File: src/rtl/yarc_pkg.sv
// Shared constants for the RV32I MEM-stage load/store unit.
// Latency: n/a (constants, types and one helper only).
// Backpressure: n/a.
package yarc_pkg;

  // RV32I load funct3 encodings
  localparam logic [2:0] F3_LB  = 3'b000;
  localparam logic [2:0] F3_LH  = 3'b001;
  localparam logic [2:0] F3_LW  = 3'b010;
  localparam logic [2:0] F3_LBU = 3'b100;
  localparam logic [2:0] F3_LHU = 3'b101;

  // RV32I store funct3 encodings
  localparam logic [2:0] F3_SB  = 3'b000;
  localparam logic [2:0] F3_SH  = 3'b001;
  localparam logic [2:0] F3_SW  = 3'b010;

  // AXI response codes
  localparam logic [1:0] RESP_OKAY   = 2'b00;
  localparam logic [1:0] RESP_SLVERR = 2'b10;
  localparam logic [1:0] RESP_DECERR = 2'b11;

  // State encodings for the bus-transaction FSM
  localparam logic [2:0] ST_IDLE = 3'd0;
  localparam logic [2:0] ST_WR   = 3'd1;
  localparam logic [2:0] ST_WR_B = 3'd2;
  localparam logic [2:0] ST_RD_A = 3'd3;
  localparam logic [2:0] ST_RD_D = 3'd4;
  localparam logic [2:0] ST_DONE = 3'd5;

  typedef enum logic [2:0] {
    S_IDLE = ST_IDLE,
    S_WR   = ST_WR,
    S_WR_B = ST_WR_B,
    S_RD_A = ST_RD_A,
    S_RD_D = ST_RD_D,
    S_DONE = ST_DONE
  } state_t;

  // Any response other than OKAY is a fault; EXOKAY is not legal on AXI4-Lite.
  function automatic logic resp_err(input logic [1:0] resp);
    case (resp)
      RESP_OKAY:                resp_err = 1'b0;
      RESP_SLVERR, RESP_DECERR: resp_err = 1'b1;
      default:                  resp_err = 1'b1;
    endcase
  endfunction

endpackage

File: src/rtl/lsu_align.sv
// Byte-lane formatting for stores and extraction/extension for loads.
// Latency: purely combinational.
// Backpressure: none; outputs follow inputs.
module lsu_align
  import yarc_pkg::*;
(
  input  logic        we,
  input  logic [2:0]  funct3,
  input  logic [1:0]  addr_lo,
  input  logic [31:0] st_data,
  input  logic [31:0] ld_raw,
  output logic [3:0]  wstrb,
  output logic [31:0] wdata,
  output logic        misaligned,
  output logic        illegal,
  output logic [31:0] ld_data
);

  logic [31:0] shifted;

  // Decode size/sign from funct3, build strobes/replicated data or extend the read lane
  always_comb begin
    wstrb      = 4'b0000;
    wdata      = 32'h0;
    misaligned = 1'b0;
    illegal    = 1'b0;
    ld_data    = 32'h0;
    shifted    = ld_raw >> {addr_lo, 3'b000};
    if (we) begin
      case (funct3)
        F3_SB: begin
          wstrb = 4'b0001 << addr_lo;
          wdata = {4{st_data[7:0]}};
        end
        F3_SH: begin
          wstrb      = 4'b0011 << {addr_lo[1], 1'b0};
          wdata      = {2{st_data[15:0]}};
          misaligned = addr_lo[0];
        end
        F3_SW: begin
          wstrb      = 4'b1111;
          wdata      = st_data;
          misaligned = |addr_lo;
        end
        default: illegal = 1'b1;
      endcase
    end else begin
      case (funct3)
        F3_LB:  ld_data = {{24{shifted[7]}}, shifted[7:0]};
        F3_LBU: ld_data = {24'h0, shifted[7:0]};
        F3_LH: begin
          ld_data    = {{16{shifted[15]}}, shifted[15:0]};
          misaligned = addr_lo[0];
        end
        F3_LHU: begin
          ld_data    = {16'h0, shifted[15:0]};
          misaligned = addr_lo[0];
        end
        F3_LW: begin
          ld_data    = shifted;
          misaligned = |addr_lo;
        end
        default: illegal = 1'b1;
      endcase
    end
  end

endmodule

File: src/rtl/mem_axil_master.sv
// MEM-stage load/store unit: one request becomes one AXI4-Lite read or write.
// Latency: 4 cycles minimum (IDLE, RD_A/WR, RD_D/WR_B, DONE); 2 cycles for faults.
// Backpressure: holds mem_stall until the bus completes; AXI valids held until ready.
module mem_axil_master
  import yarc_pkg::*;
#(
  parameter int          ADDR_W = 32,
  parameter logic [2:0]  PROT   = 3'b000
) (
  input  logic              clk,
  input  logic              rst,
  input  logic              req_valid,
  input  logic              req_we,
  input  logic [2:0]        req_funct3,
  input  logic [ADDR_W-1:0] req_addr,
  input  logic [31:0]       req_wdata,
  output logic              mem_stall,
  output logic              rsp_valid,
  output logic [31:0]       rsp_rdata,
  output logic              rsp_err,
  output logic [ADDR_W-1:0] m_awaddr,
  output logic [2:0]        m_awprot,
  output logic              m_awvalid,
  input  logic              m_awready,
  output logic [31:0]       m_wdata,
  output logic [3:0]        m_wstrb,
  output logic              m_wvalid,
  input  logic              m_wready,
  input  logic [1:0]        m_bresp,
  input  logic              m_bvalid,
  output logic              m_bready,
  output logic [ADDR_W-1:0] m_araddr,
  output logic [2:0]        m_arprot,
  output logic              m_arvalid,
  input  logic              m_arready,
  input  logic [31:0]       m_rdata,
  input  logic [1:0]        m_rresp,
  input  logic              m_rvalid,
  output logic              m_rready
);

  state_t      state;
  logic        we_q;
  logic [2:0]  funct3_q;
  logic [1:0]  addr_lo_q;

  logic        al_we;
  logic [2:0]  al_funct3;
  logic [1:0]  al_addr_lo;
  logic [3:0]  al_wstrb;
  logic [31:0] al_wdata;
  logic        al_misaligned;
  logic        al_illegal;
  logic [31:0] al_ld_data;

  logic        fault;
  logic        aw_done;
  logic        w_done;
  logic        b_err;
  logic        r_err;

  assign m_awprot = PROT;
  assign m_arprot = PROT;

  // The EX/MEM fields are only sampled in IDLE; later the registered copies drive extraction
  assign al_we      = (state == S_IDLE) ? req_we             : we_q;
  assign al_funct3  = (state == S_IDLE) ? req_funct3         : funct3_q;
  assign al_addr_lo = (state == S_IDLE) ? req_addr[1:0]      : addr_lo_q;

  lsu_align u_align (
    .we         (al_we),
    .funct3     (al_funct3),
    .addr_lo    (al_addr_lo),
    .st_data    (req_wdata),
    .ld_raw     (m_rdata),
    .wstrb      (al_wstrb),
    .wdata      (al_wdata),
    .misaligned (al_misaligned),
    .illegal    (al_illegal),
    .ld_data    (al_ld_data)
  );

  assign fault = al_misaligned | al_illegal;

  // A channel is finished once its valid is already down or is handshaking this cycle
  assign aw_done = !m_awvalid || m_awready;
  assign w_done  = !m_wvalid  || m_wready;

  assign b_err = resp_err(m_bresp);
  assign r_err = resp_err(m_rresp);

  // Low in DONE so the pipeline registers advance on the completing edge
  assign mem_stall = req_valid && (state != S_DONE);

  // Transaction FSM with registered AXI and response outputs
  always_ff @(posedge clk or negedge rst) begin
    if (!rst) begin
      state     <= S_IDLE;
      we_q      <= 1'b0;
      funct3_q  <= 3'b000;
      addr_lo_q <= 2'b00;
      m_awaddr  <= '0;
      m_awvalid <= 1'b0;
      m_wdata   <= 32'h0;
      m_wstrb   <= 4'b0000;
      m_wvalid  <= 1'b0;
      m_bready  <= 1'b0;
      m_araddr  <= '0;
      m_arvalid <= 1'b0;
      m_rready  <= 1'b0;
      rsp_valid <= 1'b0;
      rsp_err   <= 1'b0;
      rsp_rdata <= 32'h0;
    end else begin
      case (state)
        S_IDLE: begin
          if (req_valid) begin
            we_q      <= req_we;
            funct3_q  <= req_funct3;
            addr_lo_q <= req_addr[1:0];
            if (fault) begin
              // Misaligned or illegal: report without touching the bus
              rsp_err   <= 1'b1;
              rsp_rdata <= 32'h0;
              rsp_valid <= 1'b1;
              state     <= S_DONE;
            end else if (req_we) begin
              m_awaddr  <= {req_addr[ADDR_W-1:2], 2'b00};
              m_wdata   <= al_wdata;
              m_wstrb   <= al_wstrb;
              m_awvalid <= 1'b1;
              m_wvalid  <= 1'b1;
              state     <= S_WR;
            end else begin
              m_araddr  <= {req_addr[ADDR_W-1:2], 2'b00};
              m_arvalid <= 1'b1;
              state     <= S_RD_A;
            end
          end
        end
        S_WR: begin
          if (m_awvalid && m_awready) m_awvalid <= 1'b0;
          if (m_wvalid && m_wready)   m_wvalid  <= 1'b0;
          if (aw_done && w_done) begin
            m_bready <= 1'b1;
            state    <= S_WR_B;
          end
        end
        S_WR_B: begin
          if (m_bvalid) begin
            m_bready  <= 1'b0;
            rsp_err   <= b_err;
            rsp_rdata <= 32'h0;
            rsp_valid <= 1'b1;
            state     <= S_DONE;
          end
        end
        S_RD_A: begin
          if (m_arready) begin
            m_arvalid <= 1'b0;
            m_rready  <= 1'b1;
            state     <= S_RD_D;
          end
        end
        S_RD_D: begin
          if (m_rvalid) begin
            m_rready  <= 1'b0;
            rsp_err   <= r_err;
            rsp_rdata <= r_err ? 32'h0 : al_ld_data;
            rsp_valid <= 1'b1;
            state     <= S_DONE;
          end
        end
        S_DONE: begin
          rsp_valid <= 1'b0;
          state     <= S_IDLE;
        end
        default: begin
          rsp_valid <= 1'b0;
          state     <= S_IDLE;
        end
      endcase
    end
  end

endmodule

File: config.mk
export PLATFORM = sky130hd
export DESIGN_NAME = mem_axil_master
export DESIGN_NICKNAME = d
export VERILOG_FILES = /design/src/rtl/yarc_pkg.sv /design/src/rtl/lsu_align.sv /design/src/rtl/mem_axil_master.sv
export SDC_FILE = /design/constraint.sdc
export NUM_CORES = 1
export LEC_CHECK = 0
export BUFFER_PORTS_ARGS = -buffer_cell sky130_fd_sc_hd__buf_4
export CAP_MARGIN = 15
export CORE_ASPECT_RATIO = 1.75
export CORE_MARGIN = 1
export CORE_UTILIZATION = 45
export DETAILED_ROUTE_END_ITERATION = 16
export GPL_ROUTABILITY_DRIVEN = 1
export GPL_TIMING_DRIVEN = 0
export HOLD_SLACK_MARGIN = 0.03
export MAX_ROUTING_LAYER = met4
export PLACE_DENSITY = 0.82
export SLEW_MARGIN = 30
export SYNTH_ARGS = -nofsm -noshare
export SYNTH_HDL_FRONTEND = slang
export SYNTH_SLANG_ARGS = --single-unit
File: constraint.sdc
create_clock -name clk -period 2.61 [get_ports clk]
set_clock_uncertainty 0.2 [all_clocks]
set_input_delay 0.261 -clock clk [delete_from_list [all_inputs] [get_ports clk]]
set_output_delay 0.261 -clock clk [all_outputs]
set_load 0.05 [all_outputs]
---- After elaboration in Yosys (flattened, before gate mapping) ----
Cells that the tools add are included.
W data, S select, Z words.
word-level totals
  word-level logic and storage cells ...... 133
  register bits ........................... 144
  input bits .............................. 112
  output and inout bits ................... 146
operators by class
  bitwise logic cells ..................... 4
  muxes and demuxes ....................... 57
  equality and inequality tests ........... 20
  shift-type cells ........................ 3
  reduce and logical (&&, ||, !) cells .... 33
operators with widths
  kind                  count
  $mux W32              7
  $pmux W32 S3          2
  $pmux W32 S5          1
  $shr A32 B5 Y32       1
  $reduce_and A5 Y1     6
  $mux W1               26
  $ne A2 B2 Y1 const B  11
  $mux W3               7
  $pmux W3 S5           1
  $pmux W1 S2           7
  $pmux W4 S3           1
  $eq A3 B2 Y1 const B  3
  $eq A3 B3 Y1 const B  3
  $reduce_and A4 Y1     2
  $reduce_bool A2 Y1    4
  $eq A3 B1 Y1 const B  2
  $logic_not A3 Y1      2
  $reduce_and A3 Y1     2
  $reduce_or A2 Y1      3
  $reduce_or A5 Y1      1
  $logic_and A1 B1 Y1   4
  $logic_not A2 Y1      2
  $mux W2               2
  $mux W4               1
  12 further kinds      16

---- Depth between registers and ports, before layout ----
Gate-level depths: netlist of the first run.
  depth in word-level cells ............... 10
  depth in mapped cells ................... 9
  depth with buffers taken out ............ 5

---- Hierarchy ----
A second synthesis of the first run with hierarchy kept.
unflattened totals
  cells, all modules ...................... 639
  area, all modules ....................... 7538.5 µm²
modules (own cells, without submodules)
  module           cells each  times used  area an instance (µm²)  sequential area each (µm²)
  mem_axil_master  423         1           6183.4                  3603.5
  lsu_align        216         1           1355.0                  0.0

---- Worst setup path before layout of the first run ----
No wires, ideal clock.
  path kind ............................... register -> register
  from .................................... reg state[1]
  to ...................................... reg rsp_rdata[17]
  clock period less this slack ............ 2485 ps
  path buffers ............................ 2
  setup time .............................. 139 ps
  slack ................................... 125 ps
  required time ........................... 2271 ps
  cell stages (with the launch flop) ...... 8
  data arrival time ....................... 2145 ps
  cell sequence ........................... dfrtp_1 > or3_1 > buf_6 > mux2_4 > mux2i_1 > a211oi_2 > buf_6 > a22oi_1
between the ends
  cells in the longest elaborated chain, start to end .. 9
  elaborated cells between the ends (all ways) .. 34
  classes of those cells .................. eq/ne: 10; shift: 1; mux: 14; bitwise: 1; reduce/logical: 8
ends and longest elaborated chain
  element                                                  line                    text
  start, declared                                          mem_axil_master.sv:42   state_t state;
  start signal, assigned                                   mem_axil_master.sv:98   state <= S_IDLE;
  start signal, assigned                                   mem_axil_master.sv:126  state <= S_DONE;
  start signal, assigned                                   mem_axil_master.sv:133  state <= S_WR;
  branches (longest 9 deep; another with $shr A32 B5 Y32)  --
  end signal, assigned                                     mem_axil_master.sv:169  rsp_rdata <= r_err ? 32'h0 : al_ld_data;
  end, declared                                            mem_axil_master.sv:19   output logic [31:0] rsp_rdata,
Parallel ways; which one is timed is not known. The select of a mux whose other input is x is not followed.
A chain may end at the register's enable or synchronous reset.

---- Worst setup path after layout of the first run ----
  from .................................... reg state[2]
  to ...................................... reg rsp_rdata[24]
The elaborated chain is that of the path after synthesis.

==> metrics.md, run 1 <==
| Metric | Value |
|---|---|
| Status | finished clean |
| Max clock buf depth | 2 |
| Hold Fails Final Rpt | 0 |
| Post-synthesis compound-gate area fraction | 13.6% |
| Layout cells sized above 1 | 38.2% |
| Routed wire length | 25800 microns |
| Initial DRC Count | 500 |
| Hold Startpoint | m_rdata[20] |
| Die area | 0.0159 sq mm |
| Drt pass-1 iters | 5 |
| RSZ-0062 raised after global routing | false |
| Commonest non-fill, non-tap cell in the layout | buf_4 |
| Worst reg-to-reg setup slack | 0.03 ns |
| Total core area | 0.0149 sq mm |
| Total Power | 15.5 mW |
| Pleak | 5.38 nW |
| Post-synth EDFFs | 0 |
| H-tree depth | 4 |
| Row cnt | 59 |
| Tcrit/Tclk final | 98.7% |
| RR Startpoint | state[2] |
| Die W | 95.7 microns |
| CTS tree | built |
| Drt wl/cell | 20.2 microns |
| Starting density of the core | 46.3% |
| # DRC | 0 |
| Total global routing overflow | 0 |
| Reg2reg path depth | 7 |
| Vias | 7166 |
| Startpoint types | flop |
| Fin nets | 1187 |
| First-pass GRT wire length | 39600 microns |
| Synth area leader | dfrtp_1 |
| Post-synthesis sequential area ratio | 52.1% |
| Largest net degree at the start of global routing | 80 |
| Worst slew pin tran | 0.813 ns |
| Vias per std cell | 5.63 |
| Worst Hold Class | input port to flop |
| Pwr/cell area | 1420 mW/mm^2 |
| Peak VDD IR | 1020 uV |
| CTS buffer count | 17 |
| Yosys top cell area share | 52.1% |
| Multiplexer area fraction after synthesis | 12.7% |
| Finish-stage setup viols | 0 |
| Worst hold slack | 0.00786 ns |
| Post-placement setup slack | -0.420 ns |
| Post-Synth Adder-Cell Area | 0% |
| Top_reg_cell synth | dfrtp_1 |
| Initial antenna violation count | 2 |
| Ports | 258 |
| Critical path type | flop to flop |
| Netlist cell types | 53 |
| Die Span Y | 166 microns |
| Post-Synthesis Cell Area | 0.00691 sq mm |
| Gate count of the mapped netlist | 693 |
| Post-Synth XOR/XNOR Area | 0.253% |
| WHS Endpoint | rsp_rdata[12] |
| Synthesis-stage register bit count | 144 |
| Crit Path Max Fanout | 10 |
| Total clock sinks | 144 |
| Synth top area cells | dfrtp_1 52%, nand2_1 10%, mux2_2 8.3% |
| Synth Area in Simple Gates | 16.6% |
| WHS Path Cells | 3 |
| Largest family of logic cells by synthesized area | simple AND/OR/NAND/NOR gates |
| Clk pin slew, worst setup/hold paths | 0.07 ns |
| Worst Setup End Kind | flop |
| Commonest cells after routing, fill and taps aside | 273 x buf_4, 191 x nand2_1, 143 x dfrtp_1, 91 x dlygate4sd3_1, 51 x mux2_2 |
| Yosys warnings | 0 |
| CTS root buffer | clkbuf_16 |
| Worst r2r dst | rsp_rdata[24] |
| Clock latency on the worst-skew pair | 0.42 ns |
| Rel. slew slack | 45.5% |
| Number of global-route vias before repair | 7527 |
| Final Slew Violations | 0 |
| Gp weighted congestion | 0.921 |
| CP required | 2.68 ns |
| CP Data Arrival Time | 2.65 ns |
| Post-route ant nets | 0 |
| Fin crit period | 2.58 ns |
| P&R area growth vs syn | 58.2% |
| GR Util All Layers | 34.1% |
| Final worst slack | 0.0332 ns |
| Number of max-cap violations | 0 |
| Ys async rst share | 100% |
| DPL Wire Length | 16300 microns |
| Max Clk Rate | 0.388 GHz |
| Synth Area per Inst | 9.97 sq um |
| I/O Buffers | 245 |
## state kept, by name, indices dropped and copies added (netlist names), 2 cells and up
signal,count
addr_lo_q,2
m_araddr,30
m_wstrb,4
funct3_q,3
m_wdata,32
rsp_rdata,32
state,3
m_awaddr,30
## routing by layer
layer	vias to the layer above	global-route usage (%)	part of all wire, %
li1	3179	-	-
met1	3455	35.5	33
met2	395	56.4	53
met3	137	6.78	6.4
met4	0	23.3	7.3
met5	-	-	0
## how the worst max path moves through the flow
stage	start	end	slack, ns	cells past startpoint
2_1_floorplan	state[1]	rsp_rdata[17]	0.13	7
3_3_place_gp	state[2]	m_awaddr[20]	-0.37	8
3_5_place_dp	state[2]	m_awaddr[20]	-0.42	8
4_1_cts	state[1]	rsp_rdata[28]	-0.02	7
5_1_grt	state[0]	rsp_rdata[31]	0.001	7
6_report	state[2]	rsp_rdata[24]	0.03	7
## critical path, stage by stage (launching register included)
cell and delay, ns:
dfrtp_1 0.38, buf_4 0.19, or4b_2 0.67, nand3_1 0.19
a222oi_1 0.17, a211oi_4 0.34, buf_6 0.20, a221oi_1 0.08
## cell usage after synthesis, types with 2 or more instances
master     number
a211oi_2        2
a21o_1          2
a21oi_1         9
a221oi_1       17
a221oi_2        2
a22o_1          2
a22oi_1        24
a2bb2oi_1       8
a31oi_1         4
a32o_1          5
and2_1          3
buf_1           4
buf_2          12
buf_4          10
buf_6           2
clkbuf_1       24
dfrtp_1       144
inv_1          15
mux2_2         51
mux2i_1        25
mux2i_2         2
nand2_1       192
nand2b_1        7
nand3_1        10
nand3b_1        6
nor2_1         32
nor2b_1         4
nor3_1          4
nor3_2          3
nor3b_1         2
o211ai_1        8
o21ai_0        29
o31ai_1         5
o32ai_1         2
or3_1           3
xnor2_1         2
## logic make-up (layout without fill, tap and decap cells)
| logic type | Yosys count | count (layout) |
|---|---|---|
| mux | 80 | 80 |
| xor+xnor | 2 | 2 |
| simple gates | 271 | 271 |
| compound gates | 127 | 127 |
| flops | 144 | 144 |
| buf+inv | 68 | 454 |
| other cells | 1 | 12 |
## metrics by stage
step           TNS, ns  util (%)  instances  instance area, sq um
4_1_cts        -0.0537      72.1       1266                 10800
5_1_grt              0      73.3       1273                 10900
2_1_floorplan        0         -        702                  6940
6_report             0      73.3       1273                 10900
3_5_place_dp    -25.17      60.7       1131                  9050
3_3_place_gp    -21.71      60.4       1130                  9010
## power by group
part           internal (mW)  leakage (nW)  switching (mW)
clock network           1.27         0.283            1.12
registers               3.18          1.84           0.618
logic                   3.17          3.26            6.20
## area by class of cell
type	count	area (sq um)
repair buffers	357	2950
clock inverters	15	144
well taps	183	229
flip-flops and latches	144	3600
inverters	15	56.3
diodes	2	5.00
multi-input cells	490	3230
fillers	997	3980
clock buffers	17	425
plain buffers	50	290
## timing repair
action                     4_1_cts  5_1_grt
setup endpoints to repair      111      115
buffers inserted                12        7
gates cloned                     1        0
gates resized for setup         29       33
hold endpoints to repair       196        0
pin swaps                        4        8
hold buffers                    91        0
No activity file was read; power rests on OpenSTA's default activity.
==> inputs of run 2 (changes only) <==
- MAX_ROUTING_LAYER: met4 -> default
==> run 2 against run 1 <==
Maximum frequency decreased by 7.1%. Critical path depth decreased by 1. Sequential power about the same. Wire length increased by 1.2%. Highest routed layer is now met5. Sequential share of layout area decreased by 0.060 points. The flow now finishes with violations (setup timing). Global-route usage decreased by 0.99 points.
==> metrics.md, run 2 (synthesized netlist as in run 1, its figures left out) <==
| Metric | Value |
|---|---|
| Status | finished with violations |
| Failing checks | setup timing |
| Initial antenna violation count | 2 (unchanged) |
| CTS tree | built |
| Fill cell count | 997 (unchanged) |
| Critical path type | flop to flop |
| Fin nets | 1189 (+0.17%) |
| Total global routing overflow | 0 (unchanged) |
| Final worst slack | -0.163 ns (-0.196 ns) |
| Crit Path Max Fanout | 6 (-4) |
| CP required | 2.69 ns (about the same) |
| Vias | 7190 (+0.33%) |
| Layout cells sized above 1 | 38.1% (-0.16 points) |
| Die area | 0.0159 sq mm (unchanged) |
| RSZ-0062 raised after global routing | true |
| Post-route ant nets | 0 (unchanged) |
| Worst Hold Class | input port to flop |
| I/O Buffers | 245 (unchanged) |
| Largest net degree at the start of global routing | 80 (unchanged) |
| Fin crit period | 2.77 ns (+0.196 ns) |
| Multi-input gate area | 0.00321 sq mm (-0.43%) |
| Worst Setup End Kind | flop |
| Commonest cells after routing, fill and taps aside | 273 x buf_4, 190 x nand2_1, 143 x dfrtp_1, 91 x dlygate4sd3_1, 51 x mux2_2 |
| Setup TNS | -0.207 ns (-0.207 ns) |
| Initial DRC Count | 514 (+2.8%) |
| GR Util All Layers | 33.1% (-0.99 points) |
| Total core area | 0.0149 sq mm (unchanged) |
| Ports | 258 (unchanged) |
| Drt wl/cell | 20.5 microns (+1.1%) |
| Drt pass-1 iters | 8 (+3) |
| CP startpoint | state[1] |
| # DRC | 0 (unchanged) |
| Rel. slew slack | 58.1% (+13 points) |
| Routed wire length | 26100 microns (+1.2%) |
| Reg area | 0.00360 sq mm (unchanged) |
| Die Span Y | 166 microns (unchanged) |
| Commonest non-fill, non-tap cell in the layout | buf_4 |
| CTS root buffer | clkbuf_16 |
| Pleak | 5.39 nW (+0.25%) |
| Placed inst area | 0.00905 sq mm (unchanged) |
| Gp weighted congestion | 0.905 (-1.7%) |
| Starting density of the core | 46.3% (unchanged) |
| Final Instance Area | 0.0110 sq mm (+0.18%) |
| Final Slew Violations | 0 (unchanged) |
| Startpoint types | flop |
| Peak VDD IR | 1040 uV (+1.5%) |
| Number of global-route vias before repair | 7526 (-0.013%) |
| Max Clk Rate | 0.361 GHz (-7.1%) |
| Pwr/cell area | 1420 mW/mm^2 (+0.13%) |
| Worst slew pin tran | 0.628 ns (-0.184 ns) |
| P&R area growth vs syn | 58.5% |
| RR Startpoint | state[1] |
| Vias per std cell | 5.64 (+0.26%) |
| DPL Wire Length | 16300 microns (unchanged) |
| Hold Startpoint | m_rdata[20] |
| Post-placement setup slack | -0.420 ns (unchanged) |
| First-pass GRT wire length | 39600 microns (+0.14%) |
| Top Registers | m_wdata: 32 flops, rsp_rdata: 32 flops |
| Die W | 95.7 microns (unchanged) |
| Row cnt | 59 (unchanged) |
| Hold Fails Final Rpt | 0 (unchanged) |
| Clk pin slew, worst setup/hold paths | 0.07 ns (about the same) |
| Total clock sinks | 144 (unchanged) |
| Clock latency on the worst-skew pair | 0.42 ns (about the same) |
| Max clock buf depth | 2 (unchanged) |
| CTS buffer count | 17 (unchanged) |
| Finish-stage setup viols | 2 (+2) |
| Number of max-cap violations | 0 (unchanged) |
| CP Data Arrival Time | 2.85 ns (+0.20 ns) |
| Worst hold slack | 0.00708 ns (-0.000784 ns) |
| Tcrit/Tclk final | 106% (+7.5 points) |
| H-tree depth | 4 (unchanged) |
## run 2: final cells by class
class	count	area share, %
clock buffers	17	3.88
plain buffers	50	2.66
well taps	183	2.09
multi-input cells	490	29.3
clock inverters	15	1.31
repair buffers	359	27.3
inverters	15	0.514
flip-flops and latches	144	32.9
diodes	1	0.0228
## run 2: where the power goes
| group | switching, mW | leakage [nW] | internal (mW) |
|---|---|---|---|
| clock network | 1.13 | 0.283 | 1.27 |
| logic | 6.21 | 3.27 | 3.19 |
| registers | 0.622 | 1.84 | 3.18 |
| total | 7.96 | 5.39 | 7.63 |
## run 2: metal layers
metal / vias up / GRT usage, % / routed length, microns
li1: 3167 / - / -
met1: 3481 / 35.2 / 8840
met2: 415 / 56.6 / 13800
met3: 125 / 7.10 / 1690
met4: 2 / 23.1 / 1710
met5: - / 0 / 11
## run 2: stage by stage
step	cells	util [%]	total power, mW
CTS	1266	72.1	15.0
finish	1274	73.5	15.6
detailed placement	1131	60.7	12.1
floorplan	702	-	9.51
global placement	1130	60.4	12.0
global route	1274	73.5	16.2
## run 2: worst max-delay path, cell delays in order (launching register included)
cell	delay (ns)
dfrtp_2	0.43
or3_4	0.45
mux2_4	0.36
a222oi_1	0.55
a211oi_4	0.10
buf_6	0.17
a221oi_1	0.37
## run 2: path summary, 6_finish.rpt
check,end,slack (ns),depth (start not counted)
min in group asynchronous,m_araddr[10],0.20,2
hold reg to reg,m_wdata[0],0.27,2
setup reg to reg,rsp_rdata[27],-0.16,6
setup / recovery,rsp_rdata[27],-0.16,6
hold / removal,rsp_rdata[12],0.007,3
max in group asynchronous,m_wdata[17],1.27,3
## run 2: timing repair
item,in CTS,in global routing
setup endpoints to repair,111,115
hold buffers,91,0
resized for setup,29,32
cloned,1,1
pin swaps,4,6
buffers inserted,12,8
hold endpoints to repair,196,0
